### src/rtl/inst_prefetch_queue.sv
// Instruction prefetch queue: sequential fetch over req/ack + rvalid, in-order queue of {pc, instr}
// feeding IF/ID, with redirect flush that discards responses still in flight from the old stream.
module inst_prefetch_queue #(
  parameter int          DEPTH    = 4,
  parameter logic [31:0] RESET_PC = 32'h0000_0000
) (
  input  logic        clk_i,
  input  logic        reset_i,
  input  logic        redirect_i,
  input  logic [31:0] redirect_pc_i,
  input  logic        stall_i,
  output logic        imem_req_o,
  output logic [31:0] imem_addr_o,
  input  logic        imem_ack_i,
  input  logic        imem_rvalid_i,
  input  logic [31:0] imem_rdata_i,
  output logic        if_valid_o,
  output logic [31:0] if_pc_o,
  output logic [31:0] if_pc4_o,
  output logic [31:0] if_instr_o
);

  localparam int CW = $clog2(DEPTH + 1);
  localparam int AW = $clog2(DEPTH);
  localparam logic [CW-1:0] DEPTH_C = CW'(DEPTH);
  localparam logic [CW:0]   DEPTH_W = (CW+1)'(DEPTH);

  typedef enum logic [1:0] {IDLE, FETCH, FLUSH} state_e;

  state_e        state_q, state_d;
  logic [31:0]   fetch_pc_q, fetch_pc_d;
  logic [31:0]   pend_addr_q, pend_addr_d;
  logic          pend_q, pend_d;
  logic [CW-1:0] count_q, count_d, out_q, out_d, drop_q, drop_d;
  logic [AW-1:0] head_q, head_d, tail_q, tail_d;
  logic [31:0]   pc_mem_q    [DEPTH];
  logic [31:0]   instr_mem_q [DEPTH];

  logic        req, ack_fire, push, pop;
  logic [CW:0] inflight;
  logic [31:0] rsp_pc;

  assign inflight = {1'b0, count_q} + {1'b0, out_q};

  always_comb begin
    req = 1'b0;
    case (state_q)
      FETCH:   req = pend_q || (inflight < DEPTH_W);
      FLUSH:   req = pend_q;
      default: req = 1'b0;
    endcase
  end

  // An unacked request keeps its own address even after fetch_pc has been redirected.
  assign imem_req_o  = req;
  assign imem_addr_o = pend_q ? pend_addr_q : fetch_pc_q;
  assign ack_fire    = req && imem_ack_i;
  assign pop         = (count_q != '0) && !stall_i;
  assign push        = (state_q == FETCH) && imem_rvalid_i && !redirect_i;
  // Live requests are contiguous, so the oldest one sits out_q words behind fetch_pc.
  assign rsp_pc      = fetch_pc_q - 32'({out_q, 2'b00});

  always_comb begin
    state_d     = state_q;
    fetch_pc_d  = fetch_pc_q;
    pend_d      = req && !imem_ack_i;
    pend_addr_d = imem_addr_o;
    count_d     = count_q;
    out_d       = out_q;
    drop_d      = drop_q;
    head_d      = head_q;
    tail_d      = tail_q;
    case (state_q)
      IDLE: begin
        state_d = FETCH;
        if (redirect_i) fetch_pc_d = redirect_pc_i;
      end
      FETCH: begin
        if (redirect_i) begin
          fetch_pc_d = redirect_pc_i;
          count_d    = '0;
          out_d      = '0;
          head_d     = '0;
          tail_d     = '0;
          drop_d     = out_q - CW'(imem_rvalid_i) + CW'(req);
          state_d    = (drop_d == '0) ? FETCH : FLUSH;
        end else begin
          if (ack_fire) fetch_pc_d = fetch_pc_q + 32'd4;
          out_d   = out_q + CW'(ack_fire) - CW'(imem_rvalid_i);
          count_d = count_q + CW'(push) - CW'(pop);
          if (push) tail_d = tail_q + AW'(1);
          if (pop)  head_d = head_q + AW'(1);
        end
      end
      FLUSH: begin
        if (redirect_i) fetch_pc_d = redirect_pc_i;
        if (imem_rvalid_i) drop_d = drop_q - CW'(1);
        if (drop_d == '0) state_d = FETCH;
      end
      default: state_d = IDLE;
    endcase
  end

  always_ff @(posedge clk_i or posedge reset_i) begin
    if (reset_i) begin
      state_q     <= IDLE;
      fetch_pc_q  <= RESET_PC;
      pend_q      <= 1'b0;
      pend_addr_q <= RESET_PC;
      count_q     <= '0;
      out_q       <= '0;
      drop_q      <= '0;
      head_q      <= '0;
      tail_q      <= '0;
    end else begin
      state_q     <= state_d;
      fetch_pc_q  <= fetch_pc_d;
      pend_q      <= pend_d;
      pend_addr_q <= pend_addr_d;
      count_q     <= count_d;
      out_q       <= out_d;
      drop_q      <= drop_d;
      head_q      <= head_d;
      tail_q      <= tail_d;
    end
  end

  always_ff @(posedge clk_i) begin
    if (push) begin
      pc_mem_q[tail_q]    <= rsp_pc;
      instr_mem_q[tail_q] <= imem_rdata_i;
    end
  end

  assign if_valid_o = (count_q != '0);
  assign if_pc_o    = if_valid_o ? pc_mem_q[head_q] : 32'h0;
  assign if_pc4_o   = if_pc_o + 32'd4;
  assign if_instr_o = if_valid_o ? instr_mem_q[head_q] : 32'h0;

  // Counter underflow or a response into a full queue means the memory broke the protocol.
  always @(posedge clk_i) begin
    if (!reset_i && imem_rvalid_i) begin
      assert (state_q != IDLE);
      if (state_q == FETCH) assert (out_q != '0 && count_q != DEPTH_C);
      if (state_q == FLUSH) assert (drop_q != '0);
    end
  end

endmodule
### config.mk
export PLATFORM = sky130hd
export DESIGN_NAME = inst_prefetch_queue
export DESIGN_NICKNAME = d
export VERILOG_FILES = /design/src/rtl/inst_prefetch_queue.sv
export SDC_FILE = /design/constraint.sdc
export NUM_CORES = 1
export LEC_CHECK = 0
export BUFFER_PORTS_ARGS = -buffer_cell sky130_fd_sc_hd__buf_2
export CAP_MARGIN = 20
export CORE_ASPECT_RATIO = 0.9
export CORE_MARGIN = 2
export CORE_UTILIZATION = 53
export DETAILED_ROUTE_END_ITERATION = 16
export GPL_TIMING_DRIVEN = 0
export PLACE_DENSITY = 0.73
export SYNTH_ARGS = -nofsm -noshare
export SYNTH_HDL_FRONTEND = slang
export SYNTH_SLANG_ARGS = --single-unit
### constraint.sdc
create_clock -name clk_i -period 3.8 [get_ports clk_i]
set_clock_uncertainty 0.2 [all_clocks]
set_input_delay 0.19 -clock clk_i [delete_from_list [all_inputs] [get_ports clk_i]]
set_output_delay 0.19 -clock clk_i [all_outputs]
set_load 0.005 [all_outputs]
==> flow_summary.toml, run 1 <==
[outcome]
outcome = "finished, final reports clean"

[clock_network]
clock_latency_ns = 0.51
cts_max_path_buffers = 3
cts_made_buffers = 36
tritoncts = "yes"
cts_num_sinks = 336
clk_root_buffer_cell = "clkbuf_16"
htree_levels = 2
clk_pin_slew_ns = 0.06

[yosys]
synth.distinct_cells = 67
synth_seq_cells = 336
yosys_warnings = 0
synthesis.instances = 1095
ys_seq_area_share_pct = 62.35
asyncSetResetFlopFracSynth_pct = 23.81
synth-edff-count = 256
avgSynthCellArea_um2 = 14.19
synth_top_flop_cell = "edfxtp_1"
number_of_nets_produced_by_synthesis = 1191
syn-cell-area_um2 = 15540

[sta]
slew_viol_final = 0
timing.final.crit_period_ns = 3.608
relSlewSlack_pct = 27.53
rsz0062_at_grt = "no"
finalCritPeriodShare_pct = 94.95
tightest_slew_ns = 1.079
timing.fmax_mhz = 277.2
setup_viol = 0
hold_viol_final = 0
tightest_hold_margin_ns = 0.06551

[die]
floorplan.core_area_um2 = 28860
die_area_um2 = 30710
die_extent_in_x_um = 184.5
die_h_um = 166.4
initial_utilization_pct = 53.84
ios = 200
rows = 59

[min_path]
worst_hold_path_type = "primary input to flip-flop"
cell_depth_of_the_worst_hold_path = 4
min_from = "redirect_i"
holdPathEnd = "state_q[1]$_DFFE_PP0P_"

[worst_setup_path]
crit_path_max_incr_delay_ns = 0.56
slowest_stage = "clkbuf_1"
crit_type = "flip-flop to output port"
cp_data_required_time_ns = 3.41
startpoint_type = "flip-flop"
worst_setup_path_startpoint = "head_q[1]$_DFFE_PP0P_"
critical_path.max_fanout = 10
arrival_ns = 3.22
worst_reg2reg_path_length_in_cells = 14
reg2reg_to = "count_q[2]$_DFFE_PP0P_"
crit_path_cell_trace = "buf_4 -> buf_2 -> buf_2 -> buf_2 -> clkbuf_1 -> mux4_2 -> and2_1 -> buf_2"
reg2reg_from = "state_q[1]$_DFFE_PP0P_"
worst_setup_path_end_kind = "output port"
cpMostUsedCell = "buf_2"
reg2reg_setup_slack_ns = 0.39

[pwr]
cellPowerDensity_nw_per_um2 = 711.5
switch_pwr_uw = 4683
seqPwrFrac_pct = 37.8
swShare_pct = 34.55
internal_power_uw = 8873
max-vdd-ir-drop_uv = 467.6
p_leak_uw = 0.007205
p_comb_share_pct = 38.0
p_clk_share_pct = 24.1

[placement]
post_placement_cell_count = 1695
placed_cell_area_um2 = 17170
place.detailed.hpwl_um = 25370
io_buffer_count = 199
globalplace.congestion = 0.9216

[global_routing]
first_pass_grt_wire_length_um = 58160
global_route.usage.total_pct = 24.51
overflow_left_after_global_routing = 0
via_count_of_the_first_global_routing_pass = 10600
grt_antenna_before_repair = 0
grt_max_degree = 66

[layout]
finish.instance_area_um2 = 19050
final_core_util_pct = 66.01
drive_gt1_share_pct = 28.71
instances_no_fill = 1831
ff_latch_area_um2 = 9691
final_cell_mix = "edfxtp_1, buf_2, dfrtp_1, nand2_1, dlygate4sd3_1"
multi_input_area_um2 = 5401
flow.area_growth_from_synthesis_pct = 22.61
nNetsFinal = 1506
final.fill_count = 2073
mostFrequentLayoutCell = "edfxtp_1"
insertedDiodeCount = 0

[route]
detail_route.first_pass.iterations = 5
antenna_viol_nets_final = 0
via_count = 10460
wirelength_um = 36890
remaining_drc_errors = 0
drtIter0Drc = 844
vias_per_cell = 5.710
wire_per_inst_um = 20.15

[flow_run]
timing.max_cap.violations = 0
==> synth_stat cells, types with 19 or more instances <==
cell type,count,area [um^2]
edfxtp_1,256,7687
inv_1,40,150.1
ha_1,22,275.3
nor2_1,41,153.9
xor2_1,19,166.4
nand2_1,75,281.5
nor3_1,25,125.1
and2_1,62,387.9
o21ai_0,61,305.3
xnor2_1,39,341.6
dfrtp_1,80,2002
mux4_2,68,1531
nand3_1,20,100.1
mux2_2,29,326.6
clkbuf_1,40,150.1
a21oi_1,40,200.2
==> power by group through the flow <==
stage	Sequential, uW	Clock (uW)	Combinational [uW]
finish	5130	3270	5160
global placement	5170	0	4900
floorplan	5070	0	3220
global route	5190	3490	5700
detailed placement	5180	0	5020
CTS	5110	3330	5120
==> metal layers <==
layer  wire length (um)  share of wire [%]  global-route usage, %  vias up
met5                  0                  0                      0        -
met4               1094                3.0                  8.835        0
met3               2903                7.9                  4.702       79
met2              17270                 47                  38.38      443
met1              15630                 42                  34.61     5169
li1                   -                  -                      -     4764
==> logic make-up (layout without fill, tap and decap cells) <==
kind of cell    count (synthesis)  count (layout)  synth area share [%]
compound gates                149             149                 5.443
buf+inv                       113             453                 3.301
mux                           100             100                 12.15
flops                         336             336                 62.35
simple gates                  313             313                 11.20
fa+ha+maj                      26              26                 2.287
xor+xnor                       58              58                 3.269
==> critical path, delay by kind of cell, from the launching register on <==
family / cells / cell delay (ns)
buf+inv: 6 / 1.77
mux: 1 / 0.41
flops: 1 / 0.32
simple gates: 1 / 0.19
==> registers in the layout, summed over array words and instances (netlist names), 3 cells and up <==
| name | flops |
|---|---|
| instr_mem_q | 128 |
| pc_mem_q | 128 |
| fetch_pc_q | 32 |
| pend_addr_q | 32 |
| count_q | 3 |
| drop_q | 3 |
| out_q | 3 |
==> layout make-up <==
| class | count | share of cell area (%) |
|---|---|---|
| Inverter | 40 | 0.8012 |
| Tap cell | 396 | 2.600 |
| Multi-Input combinational cell | 646 | 28.35 |
| Timing Repair Buffer | 279 | 9.693 |
| Clock inverter | 19 | 0.8406 |
| Clock buffer | 44 | 4.886 |
| Sequential cell | 336 | 50.86 |
| Buffer | 71 | 1.970 |
==> metrics by stage <==
| step | setup TNS, ns | worst slack, ns | total power, uW |
|---|---|---|---|
| 3_3_place_gp | -326.40 | -1.279 | 10080 |
| 3_5_place_dp | -6.805 | -0.7926 | 10210 |
| 6_report | 0 | 0.1920 | 13560 |
| 5_1_grt | 0 | 0.01871 | 14380 |
| 4_1_cts | 0 | 0.003222 | 13560 |
| 2_1_floorplan | 0 | 0.2351 | 8287 |
==> repair_timing <==
action | CTS | global route
setup endpoints to repair | 14 | 12
resized for setup | 7 | 13
hold buffers | 69 | 0
pin swaps | 1 | 3
hold endpoints to repair | 245 | 0
buffers inserted | 3 | 3
==> worst max path at each step <==
| stage | endpoint |
|---|---|
| after CTS | if_pc4_o[14] |
| final | if_instr_o[23] |
| after global routing | if_pc4_o[24] |
| after detailed placement | if_pc4_o[22] |
| after global placement | instr_mem_q[0][10]$_DFFE_PP_ |
| after floorplan | instr_mem_q[0][0]$_DFFE_PP_ |
(Power assumes the default switching activity.)
==> run 2: changes to the inputs <==
--- a/config.mk
+++ b/config.mk
@@ -9,10 +9,11 @@
 export CAP_MARGIN = 20
 export CORE_ASPECT_RATIO = 0.9
 export CORE_MARGIN = 2
-export CORE_UTILIZATION = 53
+export CORE_UTILIZATION = 50
 export DETAILED_ROUTE_END_ITERATION = 16
 export GPL_TIMING_DRIVEN = 0
-export PLACE_DENSITY = 0.73
+export HOLD_SLACK_MARGIN = 0.1
+export PLACE_DENSITY = 0.69
 export SYNTH_ARGS = -nofsm -noshare
 export SYNTH_HDL_FRONTEND = slang
 export SYNTH_SLANG_ARGS = --single-unit
==> run 2 against run 1 <==
Die area is 5.9% higher; hold slack improved by 0.17 ns; sequential power about the same; cell count up 0.66%; combinational power grew 1%; critical path depth grew 6; global-route usage is 1.4 points lower; core utilization decreased by 3.6 points; count of clock-buffer cells in the layout is 7 lower; register-to-register slack worse by 0.04 ns; wire length grew 0.50%; via count is 0.73% lower.
==> flow_summary.toml, run 2 (synthesis gave the netlist of run 1 again) <==
[worst_setup_path]
crit_path_cell_trace = "buf_4 -> buf_6 -> mux4_2 -> nand2_2 -> inv_2 -> ha_4 -> nand2_1 -> o22ai_2 -> nand3b_1 -> nor4bb_4 -> buf_4 -> nand4_1 -> xnor2_1 -> buf_2"
timing.critical_path.max_delay_family = "simple AND/OR/NAND/NOR gates"
arrival_ns = 3.25
slowest_stage = "dfrtp_1"
crit_type = "flip-flop to output port"
cp.depth = 14
worst-path-buf-inv = 5
critical_path.max_fanout = 10
cp_data_required_time_ns = 3.41
cpMostUsedCell = "buf_4"
startpoint_type = "flip-flop"
worst_setup_path_end_kind = "output port"
worst_reg2reg_path_length_in_cells = 14
crit_path_max_incr_delay_ns = 0.36

[global_routing]
via_count_of_the_first_global_routing_pass = 10380
grt_max_degree = 67
grt_antenna_before_repair = 0
overflow_left_after_global_routing = 0
first_pass_grt_wire_length_um = 57710
global_route.usage.total_pct = 23.12

[clock_network]
cts_num_sinks = 336
tritoncts = "yes"
clock_latency_ns = 0.51
htree_levels = 2
cts_made_buffers = 35
clk_pin_slew_ns = 0.06
cts_max_path_buffers = 3
clk_root_buffer_cell = "clkbuf_16"

[sta]
relSlewSlack_pct = 36.49
post-route-worst-setup-slack_ns = 0.1567
final.setup.tns_ns = 0
tightest_hold_margin_ns = 0.2306
slew_viol_final = 0
hold_viol_final = 0
tightest_slew_ns = 0.9440
setup_viol = 0
timing.fmax_mhz = 274.5
timing.final.crit_period_ns = 3.643
finalCritPeriodShare_pct = 95.88

[layout]
ff_latch_area_um2 = 9692
final.fill_count = 2329
drive_gt1_share_pct = 29.29
nNetsFinal = 1508
finish.instance_area_um2 = 19180
largest_registers = "instr_mem_q x128, pc_mem_q x128"
mostFrequentLayoutCell = "edfxtp_1"
insertedDiodeCount = 0
multi_input_area_um2 = 5403
final_cell_mix = "edfxtp_1, buf_2, dfrtp_1, nand2_1, dlygate4sd3_1"
flow.area_growth_from_synthesis_pct = 23.45

[route]
vias_per_cell = 5.632
wirelength_um = 37080
detail_route.first_pass.iterations = 8
drtIter0Drc = 828
wire_per_inst_um = 20.12
remaining_drc_errors = 0
antenna_viol_nets_final = 0
via_count = 10380

[pwr]
cellPowerDensity_nw_per_um2 = 718.7
max-vdd-ir-drop_uv = 524.7
p_leak_uw = 0.007268

[placement]
io_buffer_count = 199
place.detailed.hpwl_um = 25300
globalplace.congestion = 0.8747
dp_slack_ns = -1.070
placed_cell_area_um2 = 17200

[die]
die_h_um = 171.2
ios = 200
floorplan.core_area_um2 = 30760
die_area_um2 = 32510
die_extent_in_x_um = 189.8
initial_utilization_pct = 50.52
rows = 61

[outcome]
outcome = "finished, final reports clean"

[min_path]
worst_hold_path_type = "primary input to flip-flop"
cell_depth_of_the_worst_hold_path = 3

[flow_run]
timing.max_cap.violations = 0
-- run 2: cell count changes in the layout (fill, tap and decap cells not counted), sizes merged --
cell,previous run,this run
clkinv,15,11
clkbuf,84,79
inv,41,43
dlygate4sd3,69,70
clkinvlp,1,3
bufinv,2,5
-- run 2: worst paths after layout --
path / startpoint / endpoint / slack [ns]
min reg2reg: pend_addr_q[20]$_DFF_PP0_ / pend_addr_q[20]$_DFF_PP0_ / 0.29
max reg2reg: state_q[1]$_DFFE_PP0P_ / count_q[2]$_DFFE_PP0P_ / 0.35
min in group asynchronous: reset_i / drop_q[2]$_DFFE_PP0P_ / 0.55
min: imem_ack_i / pend_q$_DFF_PP0_ / 0.23
max: head_q[1]$_DFFE_PP0P_ / if_pc4_o[22] / 0.16
max in group asynchronous: reset_i / fetch_pc_q[23]$_DFFE_PP0P_ / 2.28
-- run 2: repair_timing --
item | CTS | global route
endpoints found under the hold margin | 247 | 0
gates resized for setup | 16 | 10
pin swaps | 3 | 4
setup buffers | 4 | 2
hold buffers | 70 | 0
endpoints found under the setup margin | 15 | 19
-- run 2: report_power, final --
part	total (uW)	switching, uW	internal (uW)
clock network	3440	1390	2060
registers	5120	348	4780
logic	5220	2970	2250
-- run 2: worst min-delay path, delay by kind of cell --
family	cells	cell delay [ns]
AND/OR/NAND/NOR	1	0.05
buffers and inverters	2	0.65
-- run 2: final cells by class --
type                       instances  area share (%)
buffer                            72           2.035
clock buffer                      37           4.657
clock inverter                    22           1.363
inverter                          40          0.7957
multi-input combinational        646           28.16
sequential                       336           50.52
tap                              409           2.668
timing repair buffer             281           9.796
-- run 2: layer usage --
metal  routed length [um]  GRT usage, %  vias to the layer above
met5                    0             0                        -
met4                  706         5.595                        0
met3                 2609         3.163                       62
met2                17210         37.40                      433
met1                16560         33.62                     5135
li1                     -             -                     4749
-- run 2: stage by stage --
stage	util [%]	power (uW)	instances
CTS	62.26	13820	1840
detailed placement	55.92	10230	1708
finish	62.37	13790	1843
global placement	55.42	10110	1703
global route	62.37	14590	1843
floorplan	-	8287	1095
==> run 3: changes to the inputs <==
--- a/config.mk
+++ b/config.mk
@@ -14,6 +14,7 @@
 export GPL_TIMING_DRIVEN = 0
 export HOLD_SLACK_MARGIN = 0.1
 export PLACE_DENSITY = 0.69
+export RECOVER_POWER = 25
 export SYNTH_ARGS = -nofsm -noshare
 export SYNTH_HDL_FRONTEND = slang
 export SYNTH_SLANG_ARGS = --single-unit
==> run 3 against run 2 <==
The flow now finishes with violations (capacitance limit, slew limit); sequential power hardly changed; combinational power hardly changed; critical path depth stayed put; global-route usage stayed put; clock power hardly changed; hold slack worse by 0.013 ns; wire length is 0.32% lower; core utilization is 0.21 points lower; non-clock buffer count stayed put; die area stayed put; cell count stayed put; maximum frequency hardly changed; critical path type unchanged.
==> flow_summary.toml, run 3 (synthesis gave the netlist of run 1 again) <==
[global_routing]
grtUsageMet2_pct = 37.40
grt.busiest_layer = "met2"
grt_antenna_before_repair = 0
overflow_left_after_global_routing = 0
use_met3_pct = 3.163
global_route.usage.met1_pct = 33.62
global_route.usage.total_pct = 23.12
grt_max_degree = 67
first_pass_grt_wire_length_um = 57710
via_count_of_the_first_global_routing_pass = 10380

[sta]
relSlewSlack_pct = -6.634
post-route-worst-setup-slack_ns = 0.1599
setup_viol = 0
tightest_slew_ns = 1.600
timing.fmax_mhz = 274.7
slew_viol_final = 67
finalCritPeriodShare_pct = 95.79
timing.final.crit_period_ns = 3.640
hold_viol_final = 0
final.setup.tns_ns = 0

[route]
wire_per_inst_um = 20.05
via_count = 10380
detail_route.first_pass.iterations = 5
drtIter0Drc = 839
antenna_viol_nets_final = 0
wirelength_um = 36960
remaining_drc_errors = 0
vias_per_cell = 5.631

[clock_network]
cts_num_sinks = 336
cts_max_path_buffers = 3
tritoncts = "yes"
htree_levels = 2
clock_latency_ns = 0.51
cts_made_buffers = 35
clk_pin_slew_ns = 0.06
clk_root_buffer_cell = "clkbuf_16"

[die]
die_extent_in_x_um = 189.8
floorplan.core_area_um2 = 30760
ios = 200
initial_utilization_pct = 50.52
die_h_um = 171.2
die_area_um2 = 32510
rows = 61

[layout]
final.fill_count = 2347
flow.area_growth_from_synthesis_pct = 23.04
largest_registers = "instr_mem_q x128, pc_mem_q x128"
insertedDiodeCount = 0
nNetsFinal = 1508
final_core_util_pct = 62.16
final_cell_mix = "edfxtp_1, buf_2, dfrtp_1, nand2_1, dlygate4sd3_1"
mostFrequentLayoutCell = "edfxtp_1"
drive_gt1_share_pct = 27.06

[pwr]
seqPwrFrac_pct = 37.2
p_comb_share_pct = 37.8
switch_pwr_uw = 4699
cellPowerDensity_nw_per_um2 = 720.4
max-vdd-ir-drop_uv = 523.3
swShare_pct = 34.12
internal_power_uw = 9073
p_leak_uw = 0.007167
p_clk_share_pct = 25.0

[worst_setup_path]
arrival_ns = 3.25
cp_data_required_time_ns = 3.41
worst_setup_path_end_kind = "output port"
critical_path.max_fanout = 10
crit_type = "flip-flop to output port"
startpoint_type = "flip-flop"

[placement]
globalplace.congestion = 0.8747
dp_slack_ns = -1.070
place.detailed.hpwl_um = 25300
io_buffer_count = 199

[outcome]
violated_checks = "capacitance limit, slew limit"
outcome = "complete, but fails checks"

[min_path]
worst_hold_path_type = "primary input to flip-flop"

[flow_run]
timing.max_cap.violations = 1
[run 3: changes by cell type in the layout (fill, tap and decap cells not counted)]
cell	previous run	this run
clkinvlp_2	0	1
inv_4	1	0
clkbuf_2	4	5
buf_16	4	3
clkbuf_1	36	68
buf_2	212	180
[run 3: cell type report]
| cell class | instances | area [um^2] | share of cell area [%] |
|---|---|---|---|
| buffer | 72 | 390.4 | 2.042 |
| clock buffer | 37 | 893.4 | 4.672 |
| clock inverter | 22 | 261.5 | 1.368 |
| inverter | 40 | 151.4 | 0.7918 |
| multi-input combinational | 646 | 5403 | 28.26 |
| sequential | 336 | 9692 | 50.69 |
| tap | 409 | 511.7 | 2.677 |
| timing repair buffer | 281 | 1817 | 9.502 |
[run 3: final timing paths]
path	cells after the start	slack (ns)	to	startpoint
setup / recovery	14	0.16	if_pc4_o[22]	head_q[1]$_DFFE_PP0P_
hold / removal	3	0.22	pend_q$_DFF_PP0_	imem_ack_i
setup reg to reg	14	0.36	count_q[2]$_DFFE_PP0P_	state_q[1]$_DFFE_PP0P_
hold reg to reg	1	0.29	pend_addr_q[20]$_DFF_PP0_	pend_addr_q[20]$_DFF_PP0_
max in group asynchronous	5	0.79	fetch_pc_q[23]$_DFFE_PP0P_	reset_i
min in group asynchronous	4	0.67	drop_q[2]$_DFFE_PP0P_	reset_i
[run 3: repair_timing]
| action | in CTS | in global routing |
|---|---|---|
| gates resized for setup | 16 | 10 |
| hold buffers | 70 | 0 |
| hold endpoints to repair | 247 | 0 |
| gates cloned | 0 | 0 |
| setup buffers | 4 | 2 |
| endpoints found under the setup margin | 15 | 19 |
| pin swaps | 3 | 4 |
[run 3: power groups by stage]
stage                     Sequential, uW  Clock, uW  Combinational (uW)
after floorplan                     5070          0                3220
after global placement              5170          0                4940
after detailed placement            5190          0                5040
after CTS                           5120       3500                5200
after global routing                5190       3630                5760
final                               5130       3440                5210
[run 3: metal layers]
layer / wire length [um] / up-vias
met5: 0 / -
met4: 677 / 0
met3: 2602 / 52
met2: 17230 / 406
met1: 16450 / 5161
li1: - / 4759
[run 3: through the flow]
| step | hold WS [ns] | std cells | power [uW] | instance area (um^2) |
|---|---|---|---|---|
| after floorplan | 0.05564 | 1095 | 8287 | 15540 |
| after global placement | 0.1839 | 1703 | 10110 | 17050 |
| after detailed placement | -0.05428 | 1708 | 10230 | 17200 |
| after CTS | 0.1871 | 1840 | 13820 | 19150 |
| after global routing | 0.2338 | 1843 | 14580 | 19120 |
| final | 0.2176 | 1843 | 13770 | 19120 |
[run 3: worst max-delay path: stages (launching register included)]
cell and delay, ns:
dfrtp_1 0.36, buf_4 0.17, buf_6 0.15, mux4_2 0.25, nand2_2 0.09, inv_2 0.08
ha_4 0.16, nand2_1 0.07, o22ai_2 0.22, nand3b_1 0.19, nor4bb_4 0.36, buf_4 0.21
nand4_1 0.12, xnor2_1 0.18, buf_2 0.14
